### config.mk
export PLATFORM = sky130hd
export DESIGN_NAME = piano_voice_scheduler
export DESIGN_NICKNAME = d
export VERILOG_FILES = /design/src/rtl/piano_pkg.sv /design/src/rtl/piano_voice_pick.sv /design/src/rtl/piano_voice_scheduler.sv
export SDC_FILE = /design/constraint.sdc
export NUM_CORES = 1
export LEC_CHECK = 0
export ABC_AREA = 1
export CORE_MARGIN = 4
export CORE_UTILIZATION = 40
export DETAILED_ROUTE_END_ITERATION = 7
export DONT_BUFFER_PORTS = 1
export PLACE_DENSITY = 0.55
export SYNTH_ARGS = -nofsm -noshare
export SYNTH_HDL_FRONTEND = slang
export SYNTH_HIERARCHICAL = 1
export SYNTH_SLANG_ARGS = --single-unit
### constraint.sdc
create_clock -name iFpgaClock -period 4.9 [get_ports iFpgaClock]
set_clock_uncertainty 0.05 [all_clocks]
set_input_delay 0.49 -clock iFpgaClock [delete_from_list [all_inputs] [get_ports iFpgaClock]]
set_output_delay 0.49 -clock iFpgaClock [all_outputs]
set_load 0.01 [all_outputs]
### src/rtl/piano_pkg.sv
// piano_pkg: shared opcodes, FSM encoding and types for the piano voice scheduler
package piano_pkg;
   localparam int NUM_TRACKS = 4;
   localparam int NOTE_W = 6;
   localparam logic [7:0] CMD_ALL_OFF = 8'h00;
   localparam logic [7:0] CMD_ON_MASK = 8'h80;
   localparam logic [7:0] CMD_OFF_MASK = 8'hC0;
   localparam logic [7:0] CMD_OFF_VAL = 8'h40;
   localparam logic [7:0] CMD_NOTE_MASK = 8'h3F;
   localparam logic [1:0] ST_IDLE = 2'd0;
   localparam logic [1:0] ST_LOOKUP = 2'd1;
   localparam logic [1:0] ST_COMMIT = 2'd2;
   typedef logic [NOTE_W-1:0] note_t;
   typedef enum logic [1:0] {K_NOP, K_ON, K_OFF, K_ALL} kind_t;
   function automatic kind_t decode(input logic [7:0] b);
      return (b == CMD_ALL_OFF) ? K_ALL :
             ((b & CMD_NOTE_MASK) == 8'h00) ? K_NOP :
             ((b & CMD_ON_MASK) != 8'h00) ? K_ON :
             ((b & CMD_OFF_MASK) == CMD_OFF_VAL) ? K_OFF : K_NOP;
   endfunction
endpackage

### src/rtl/piano_voice_pick.sv
// piano_voice_pick: chooses the track for a note-on (retrigger, else lowest free, else LRU)
module piano_voice_pick
   import piano_pkg::*;
(
   input  logic [NUM_TRACKS-1:0][NOTE_W-1:0] tracks,
   input  logic [NUM_TRACKS-1:0][1:0]        ranks,
   input  note_t                             note,
   output logic                              hit,
   output logic                              free,
   output logic [1:0]                        idx
);
   logic any_hit, any_free;
   logic [1:0] hit_idx, free_idx, lru_idx;
   // Scan high to low so the lowest matching index wins
   always_comb begin
      any_hit = 1'b0;
      any_free = 1'b0;
      hit_idx = '0;
      free_idx = '0;
      lru_idx = '0;
      for (int i = NUM_TRACKS - 1; i >= 0; i--) begin
         if (tracks[i] == note) begin
            any_hit = 1'b1;
            hit_idx = 2'(i);
         end
         if (tracks[i] == '0) begin
            any_free = 1'b1;
            free_idx = 2'(i);
         end
         if (ranks[i] == 2'd3) lru_idx = 2'(i);
      end
   end
   assign hit = any_hit;
   assign free = !any_hit && any_free;
   assign idx = any_hit ? hit_idx : any_free ? free_idx : lru_idx;
endmodule

### src/rtl/piano_voice_scheduler.sv
// piano_voice_scheduler: shares four note tracks between CPU note commands with LRU stealing and sustain timeout
module piano_voice_scheduler
   import piano_pkg::*;
#(
   parameter int TICK_DIV      = 100000,
   parameter int SUSTAIN_TICKS = 250
) (
   input  logic                  iFpgaClock,
   input  logic                  iCpuReset,
   input  logic                  iCmdValid,
   input  logic [7:0]            iCmdData,
   output logic                  oCmdReady,
   output logic [NOTE_W-1:0]     oTrack0,
   output logic [NOTE_W-1:0]     oTrack1,
   output logic [NOTE_W-1:0]     oTrack2,
   output logic [NOTE_W-1:0]     oTrack3,
   output logic [NUM_TRACKS-1:0] oBusyMask,
   output logic                  oStealPulse
);
   localparam int DIV_W = TICK_DIV > 1 ? $clog2(TICK_DIV) : 1;
   logic [1:0] state;
   logic [7:0] cmd;
   kind_t kind;
   logic steal, hit, free, tick;
   logic [1:0] tgt, idx;
   logic [NUM_TRACKS-1:0][NOTE_W-1:0] tracks;
   logic [NUM_TRACKS-1:0][7:0] cnt;
   logic [NUM_TRACKS-1:0][1:0] ranks;
   logic [NUM_TRACKS-1:0] rank_seen;
   logic [DIV_W-1:0] div;
   note_t note;
   assign note = cmd[NOTE_W-1:0];
   assign tick = div == DIV_W'(TICK_DIV - 1);
   assign oCmdReady = state == ST_IDLE;
   assign {oTrack3, oTrack2, oTrack1, oTrack0} = tracks;
   piano_voice_pick u_pick (
      .tracks(tracks),
      .ranks(ranks),
      .note(note),
      .hit(hit),
      .free(free),
      .idx(idx)
   );
   // A track is busy whenever it holds a nonzero note
   always_comb begin
      for (int i = 0; i < NUM_TRACKS; i++) oBusyMask[i] = tracks[i] != '0;
   end
   // Command FSM, sustain divider and per-track state; commit writes land after tick expiry and win
   always_ff @(posedge iFpgaClock) begin
      if (!iCpuReset) begin
         state <= ST_IDLE;
         cmd <= '0;
         kind <= K_NOP;
         steal <= 1'b0;
         tgt <= '0;
         tracks <= '0;
         cnt <= '0;
         div <= '0;
         oStealPulse <= 1'b0;
         for (int i = 0; i < NUM_TRACKS; i++) ranks[i] <= 2'(i);
      end else begin
         div <= tick ? '0 : div + DIV_W'(1);
         oStealPulse <= 1'b0;
         state <= state == ST_IDLE ? (iCmdValid ? ST_LOOKUP : ST_IDLE) :
                  state == ST_LOOKUP ? ST_COMMIT : ST_IDLE;
         if (oCmdReady && iCmdValid) cmd <= iCmdData;
         if (state == ST_LOOKUP) begin
            kind <= decode(cmd);
            tgt <= idx;
            steal <= !hit && !free;
         end
         for (int i = 0; i < NUM_TRACKS; i++) begin
            if (tick && tracks[i] != '0) begin
               cnt[i] <= cnt[i] - 8'd1;
               if (cnt[i] == 8'd1) tracks[i] <= '0;
            end
         end
         if (state == ST_COMMIT && kind == K_ON) begin
            tracks[tgt] <= note;
            cnt[tgt] <= 8'(SUSTAIN_TICKS);
            oStealPulse <= steal;
            for (int i = 0; i < NUM_TRACKS; i++) begin
               if (2'(i) == tgt) ranks[i] <= '0;
               else if (ranks[i] < ranks[tgt]) ranks[i] <= ranks[i] + 2'd1;
            end
         end
         if (state == ST_COMMIT && kind == K_OFF) begin
            for (int i = 0; i < NUM_TRACKS; i++) begin
               if (tracks[i] == note) begin
                  tracks[i] <= '0;
                  cnt[i] <= '0;
               end
            end
         end
         if (state == ST_COMMIT && kind == K_ALL) begin
            tracks <= '0;
            cnt <= '0;
            for (int i = 0; i < NUM_TRACKS; i++) ranks[i] <= 2'(i);
         end
      end
   end
   // Collect which rank values are present so the permutation can be checked
   always_comb begin
      rank_seen = '0;
      for (int i = 0; i < NUM_TRACKS; i++) rank_seen[ranks[i]] = 1'b1;
   end
   assert property (@(posedge iFpgaClock) disable iff (!iCpuReset) rank_seen == 4'hF);
endmodule

==> results of run 1 <==
critical path: cells and delay by family (launching register included):
| kind | cells | cell delay (ps) |
|---|---|---|
| AOI/OAI and AO/OA | 3 | 690 |
| adders and majority gates | 1 | 350 |
| buffers and inverters | 1 | 140 |
| DFF | 1 | 490 |
| and+or+nand+nor | 5 | 400 |
registers in the layout, indices dropped and copies added (netlist names):
| name | cells |
|---|---|
| cmd | 8 |
| cnt | 32 |
| div | 17 |
| kind | 2 |
| oStealPulse | 1 |
| oTrack0 | 6 |
| oTrack1 | 6 |
| oTrack2 | 6 |
| oTrack3 | 6 |
| ranks | 8 |
| state | 2 |
| steal | 1 |
| tgt | 2 |
cells by family (layout without fill, tap and decap cells):
group	after synthesis	in the layout	share of synthesized area
AO/OA/AOI/OAI	93	93	0.0795
buffers and inverters	163	156	0.105
adder cells (fa/ha/maj)	13	13	0.0260
XOR/XNOR	42	42	0.0587
AND/OR/NAND/NOR	585	585	0.420
flip-flops	97	97	0.310
cell type report:
cell class	count	area, um2	area share
repair buffers	1	7.51	0.00112
clock buffers	10	229	0.0341
clock inverters	6	82.6	0.0123
flip-flops and latches	97	1940	0.289
well taps	211	264	0.0394
multi-input cells	733	3660	0.546
inverters	139	522	0.0778
cell usage in the layout, fill, tap and decap left out, types with 5 or more instances in the layout:
cell / count
nand3b_1: 5
a21oi_1: 56
nor3_1: 10
ha_1: 13
inv_1: 125
nand4_2: 6
nor2_4: 8
o21ai_0: 27
xor2_1: 31
nor2_1: 97
clkbuf_16: 9
nand4_1: 12
inv_2: 14
xnor2_1: 11
nand3_1: 125
dfxtp_1: 97
nand2_1: 302
report_power, final:
part	switching [mW]	leakage, nW	internal [mW]
clock network	0.317	0.152	0.445
registers	0.0256	0.785	0.801
logic	0.112	2.22	0.0555
total	0.454	3.16	1.30
worst max-delay path by stage:
stage            from        to  slack (ps)  cells after the start
6_report       tgt[0]  ranks[3]        2720                     10
2_1_floorplan  tgt[0]  ranks[0]        3000                     12
5_1_grt        tgt[0]  ranks[1]        2410                     10
3_5_place_dp   tgt[0]  ranks[0]        2730                     11
4_1_cts        tgt[0]  ranks[3]        2710                     10
3_3_place_gp   tgt[0]  ranks[3]        2700                     10
per-stage QoR:
stage               power, mW  setup WS [ps]  instances  area [um2]  hold WS (ps)
floorplan               0.972           3000        993        6260           368
global placement         1.01           2700       1181        6400           379
detailed placement       1.01           2730       1181        6400           391
CTS                      1.78           2710       1197        6710           216
global route             1.83           2410       1197        6710           228
finish                   1.76           2720       1197        6710           230
per-layer routing:
layer,share of wire,vias to the layer above,global-route usage
met5,0,-,0
met4,0.014,0,0.0491
met3,0.041,20,0.0427
met2,0.47,99,0.315
met1,0.47,2641,0.242
li1,-,3105,-
==> results.txt, run 1 <==
The run finished with clean final reports. In this run the clock root is driven by a clkbuf_16. The area share of the leading cell type in the synthesized netlist is 0.310, and the maximum number of pins on one net before global-route repair is 33. Compared with the post-synthesis result, the final layout area differs by 7.09%. Total routing resource utilization after global routing: 0.187.

The initialized floorplan defines 45 standard-cell rows. Setup repair after global routing left no endpoint under its margin. After clock tree synthesis, the setup repair step added 0 buffers.

The sum of overflow across all layers after global routing is 0. Data on the critical path is required at its endpoint by 5130 ps. The repair_antennas step left the layout with diodes totalling 0.

On the worst path, the slowest cell contributes a delay of 490 ps. For the unique cell type count in the Yosys netlist, the log shows 36. In this run the cell area of the synthesized design comes to 6260 um2. The worst-path maximum fanout is 8.

By area the synthesized netlist is led by dfxtp_1 31%, nand2_1 18%, nand3_1 10%. The worst supply voltage drop on vdd was 0.195 mV; the post-synthesis sequential element count was 97. The number of nets handed over by synthesis was 1017. The endpoint of the lowest-slack register-to-register path is ranks[3]. The final layout contains 1005 nets. The reg-to-reg setup timing slack came out at 2720 ps. The cell type with the highest occurrence count on the critical path is nand2_1. Clock transition time at the flip-flop clock pins of the worst setup and hold paths: 70 ps. The number of failing hold endpoints at the final stage came out at 0. The final max-slew violation count was 0; the synthesized area per cell was 6.31 um2. TritonCTS built the clock tree. The worst register-to-register path begins at tgt[0]. After legalization and detailed placement, the total HPWL measured 12.0 mm. For this design, the CTS-stage hold fixing added 0 buffers.

Walking the worst path, the cells encountered are nor2_1 -> inv_1 -> o22ai_1 -> a221oi_1 -> ha_1 -> nand2_1 -> nand2_1 -> nand2_1 -> nand2_1 -> a21oi_1. The launch point of the worst hold path is iCpuReset. STA puts the critical path data arrival time at 2420 ps.

The fraction of layout instances using a drive strength above 1 is 0.0659. The min-delay analysis places its worst path in the category in -> reg. The logs give 5865 for the via total after detailed routing and 0 for the count of endpoints failing setup in the final report. The logs give 3.16 nW for the leakage power total and 0 ps for the summed negative setup slack over all endpoints. Number of buffers on the longest clock path: 2. The endpoint of the worst hold-timing path is tgt[0].

Fill cells in the final layout number 1610. Post-route fraction of the period consumed by the critical path: 0.446. On the critical path, the stage with the largest delay is an instance of dfxtp_1.

STA classifies the critical path startpoint as a flop. Among all flip-flop cells after synthesis, the most frequent one is dfxtp_1. Synthesis handed over a netlist of 993 instances. The die extent in x was 133 um. The type of the worst setup path was reg -> reg.

The number of clock buffers added by TritonCTS is 9. Boundary pin count: 41. The run gives 0 as the number of antenna violations at the first check in global routing. The number of clock sinks seen by CTS was 97; the via count of the first global-routing pass was 5198.

For this block, the routed nets add up to 16.4 mm of wire. The worst slew margin relative to its limit was 0.537. The tools report the number of levels the H-tree was split into as 3. The count of buffers added on input and output ports is 0. The number of nets with antenna violations after routing is 0, and the remaining design rule violation count is 0. The Yosys step of the flow raised 6 warnings. The final critical delay including setup and external delays came out at 2180 ps. For the worst-skew pair later-pin latency, the log shows 350 ps.

The tools report the utilization of the core after routing as 0.440. Counting cells, the worst reg-to-reg path comes to 10. The global-route wire length before repair came out at 26.9 mm.

Counting flops with a built-in enable in the synthesized netlist gives 0. The height of the die is 133 um, and the initial standard-cell utilization of the core is 0.410. Dividing the detail-routed wire length by the instance count gives 13.7 um.

Part of the Yosys area used for sequential elements: 0.310. Ranked by instance count, the synthesized netlist is headed by 302 x nand2_1, 125 x inv_1, 125 x nand3_1, 97 x dfxtp_1, 97 x nor2_1. The number of search-and-repair iterations in the first detailed-routing pass is 7, and the cell depth of the worst hold path is 2. The violation count after the first detailed-routing iteration was 405; the proportion of synthesized flip-flops having asynchronous set or reset was 0. Routability-driven placement finished with a final weighted congestion of 0.818. The worst setup path is captured at a flop. The detailed-route vias per instance was 4.90. The most used standard cell by instance count after synthesis was nand2_1. The power density over the cells was 262 nW/um2; the die area was 17700 um2. The worst-margin pin slew was 692 ps. dfxtp_1 takes more of the synthesized area than any other cell.

The total area inside the core boundary comes to 15300 um2. The maximum clock frequency came out at 458 MHz. Across the run, the number of max-cap violations was 0. After clock tree synthesis, the repair step resized 0 gates.
Note: power is estimated with default switching activity, not from simulation.
==> run 2, diff against run 1 <==
==> constraint.sdc (replaced) <==
create_clock -name iFpgaClock -period 2.1 [get_ports iFpgaClock]
set_clock_uncertainty 0.05 [all_clocks]
set_input_delay 0.21 -clock iFpgaClock [delete_from_list [all_inputs] [get_ports iFpgaClock]]
set_output_delay 0.21 -clock iFpgaClock [all_outputs]
set_load 0.01 [all_outputs]
==> run 2 against run 1 <==
Hold slack got worse by 210 ps. Highest routed layer unchanged. Critical path depth decreased by 3. Clock-buffer cell count did not move. Via count rose by 3.3%. Non-clock buffer count up 37. Worst setup slack worse by 2500 ps. Die area unchanged. Total power increased by 140%. Sequential power grew 130%. Register-to-register slack lost 2500 ps. Flip-flop and latch count unchanged. Global-route usage increased by 0.94 points.
==> results.txt, run 2 (same netlist as run 1, synthesis figures left out) <==
The run gives 17700 um2 (unchanged) as the die area. The worst-path maximum fanout is 8 (unchanged), and the maximum number of pins on one net before global-route repair is 32 (was 33). The type of the worst setup path was in -> reg (was reg -> reg). The run finished with clean final reports.

Final max-slew violation count: 0 (unchanged). Overall power of the completed layout: 4.18 mW (was 1.76 mW). Commonest cells after routing, fill and taps aside: 301 x nand2_1, 125 x inv_1, 125 x nand3_1 (was 302 x nand2_1, 125 x inv_1, 125 x nand3_1).

For the switching power of the nets, the log shows 1.09 mW (was 0.454 mW). The worst hold slack is 17.4 ps (was 230 ps), and the worst setup slack before clock tree synthesis is 240 ps (was 2730 ps). The endpoint required time on the critical path is 2340 ps (was 5130 ps). The die extent in x is 133 um (unchanged), and the detailed-route vias per instance is 4.91 (was 4.90). The run gives 0 ps (unchanged) as the summed negative setup slack over all endpoints.

The portion of total power attributed to sequential cells came out at 0.460 (was 0.471). The final design area excluding fillers is 7030 um2 (was 6710 um2). Cell area after placement: 6610 um2 (was 6400 um2). TritonCTS built the clock tree.

The logs give 16.9 mm (was 16.4 mm) for the total routed wirelength and 0.476 mV (was 0.195 mV) for the worst supply voltage drop on vdd. The run gives 0 (unchanged) as the remaining design rule violation count. Worst hold path class: in -> reg (unchanged).

The power density over the cells is 595 nW/um2 (was 262 nW/um2). Critical path startpoint: iCpuReset (was tgt[0]). Worst slew margin relative to its limit: 0.628 (was 0.537).

For the violation count after the first detailed-routing iteration, the log shows 368 (was 405). The power share of the clock group was 0.434 (about the same); the post-route fraction of the period consumed by the critical path was 0.918. Largest registers: cnt x32, div x17 (unchanged). The tools report the count of endpoints failing setup in the final report as 0 (unchanged). Height of the die: 133 um (unchanged). The share of total power consumed by net switching works out to 0.261 (was 0.259).

The initial standard-cell utilization of the core is 0.410 (unchanged), and the combinational fraction of design power is 0.106 (was 0.095). The number of search-and-repair iterations in the first detailed-routing pass came out at 5 (was 7). Launch point of the worst reg-to-reg path: tgt[1] (was tgt[0]). The routed wire length on met3 is 864 um (was 678 um). The tools report the launch point of the worst hold path as iCmdData[1] (was iCpuReset). The number of clock sinks seen by CTS is 97 (unchanged), and the worst setup margin is 172 ps (was 2720 ps). The number of rows in the core area was 45 (unchanged); the sum of routed wire segments on met1 was 7.71 mm (was 7.77 mm).

Subtracting the final worst setup slack from the clock period gives 1930 ps. The antenna diode instance count came out at 0 (unchanged). The total internal power was 3.09 mW (was 1.30 mW); the weighted congestion reported at the end of routability-driven placement was 0.843 (was 0.818). The worst-skew pair later-pin latency is 360 ps (was 350 ps), and the via total after detailed routing is 6059 (was 5865).

The wire length per cell works out to 13.7 um (about the same). Setup repair after global routing left no endpoint under its margin. The endpoint of the lowest-slack register-to-register path is ranks[6] (was ranks[3]). The placeable core area was 15300 um2 (unchanged). The uppermost layer routed was met4 (unchanged). The TritonCTS buffer count was 9 (unchanged). The number of antenna violations at the first check in global routing was 0 (unchanged); the number of buffers on the longest clock path was 2 (unchanged). The maximum clock frequency came out at 519 MHz. The cell depth of the worst hold path was 2 (unchanged); the leakage power total was 3.34 nW (was 3.16 nW). The total routing resource utilization after global routing is 0.196 (was 0.187), and the number of nets with antenna violations after routing is 0 (unchanged).

The clock transition time at the flip-flop clock pins of the worst setup and hold paths was 70 ps (about the same). The CTS root buffer was clkbuf_16 (unchanged). Number of flip-flops under the largest register name: 32 (unchanged). The area growth from synthesis to layout works out to 12.2% (was 7.09%). Final layout net count: 1042 (was 1005). The register with the most flip-flops was cnt (unchanged). The sum of overflow across all layers after global routing is 0 (unchanged), and the reg-to-reg setup timing slack is 220 ps (was 2720 ps).

The run gives 0 (unchanged) as the number of max-capacitance violations reported. The boundary pin count came out at 41 (unchanged). The fraction of layout instances using a drive strength above 1 is 0.0968 (was 0.0659), and the via count of the first global-routing pass is 5636 (was 5198). The endpoint type of the worst setup path is a flop (unchanged). The sum of met2 wire segment lengths after detailed routing was 8.08 mm (was 7.75 mm); the depth of the worst register-to-register path was 10 (unchanged). The tools report the launching element type of the critical path as an input pin (was a flop). The global-route wire length before repair is 28.2 mm (was 26.9 mm). Commonest non-fill, non-tap cell in the layout: nand2_1 (unchanged). The detailed placement HPWL came out at 12.4 mm (was 12.0 mm). Endpoint of the worst hold-timing path: cmd[1] (was tgt[0]).

The worst-margin pin slew came out at 557 ps (was 692 ps). The number of port buffers works out to 0 (unchanged). The run gives 3 (unchanged) as the number of levels the H-tree was split into. The worst path arrival time came out at 2170 ps (was 2420 ps).

The number of failing hold endpoints at the final stage was 0 (unchanged).
## run 2: worst max-delay path, stage by stage
cell	delay [ps]
dlygate4sd3_1	780
inv_2	110
a31oi_2	180
inv_1	230
a21oi_2	400
nand2_1	140
nor2_1	110
## run 2: power groups by stage
stage / combinational, mW / clock, mW / sequential (mW)
6_report: 0.444 / 1.81 / 1.92
5_1_grt: 0.509 / 1.93 / 1.93
4_1_cts: 0.444 / 1.87 / 1.92
3_5_place_dp: 0.427 / 0 / 1.96
3_3_place_gp: 0.425 / 0 / 1.96
2_1_floorplan: 0.330 / 0 / 1.94
## run 2: how the worst max path moves through the flow
stage | endpoint | slack, ps | cells after the start
final | cnt[2] | 170 | 7
after global routing | ranks[0] | 20 | 11
after CTS | cnt[31] | 10 | 7
after detailed placement | ranks[0] | 240 | 12
after global placement | ranks[0] | 270 | 12
after floorplan | ranks[0] | 200 | 12
## run 2: per-stage QoR
stage	instances	util
2_1_floorplan	993	-
3_5_place_dp	1209	0.433
6_report	1234	0.461
4_1_cts	1233	0.459
3_3_place_gp	1209	0.433
5_1_grt	1234	0.461
## run 2: what timing repair did
| action | CTS | global route |
|---|---|---|
| setup endpoints to repair | 0 | 19 |
| hold buffers | 8 | 0 |
| buffers inserted | 0 | 1 |
| endpoints found under the hold margin | 16 | 0 |
| gates resized for setup | 0 | 5 |
## run 2: area by class of cell
| cell class | instances | area [um2] |
|---|---|---|
| clock buffer | 10 | 229 |
| clock inverter | 6 | 91.3 |
| fill | 1629 | 8230 |
| inverter | 139 | 522 |
| multi-input combinational | 733 | 3670 |
| sequential | 97 | 1940 |
| tap | 211 | 264 |
| timing repair buffer | 38 | 305 |
## run 2: layer usage
layer | global-route usage | vias to the layer above
li1 | - | 3187
met1 | 0.250 | 2731
met2 | 0.334 | 118
met3 | 0.0472 | 23
met4 | 0.0509 | 0
met5 | 0 | -
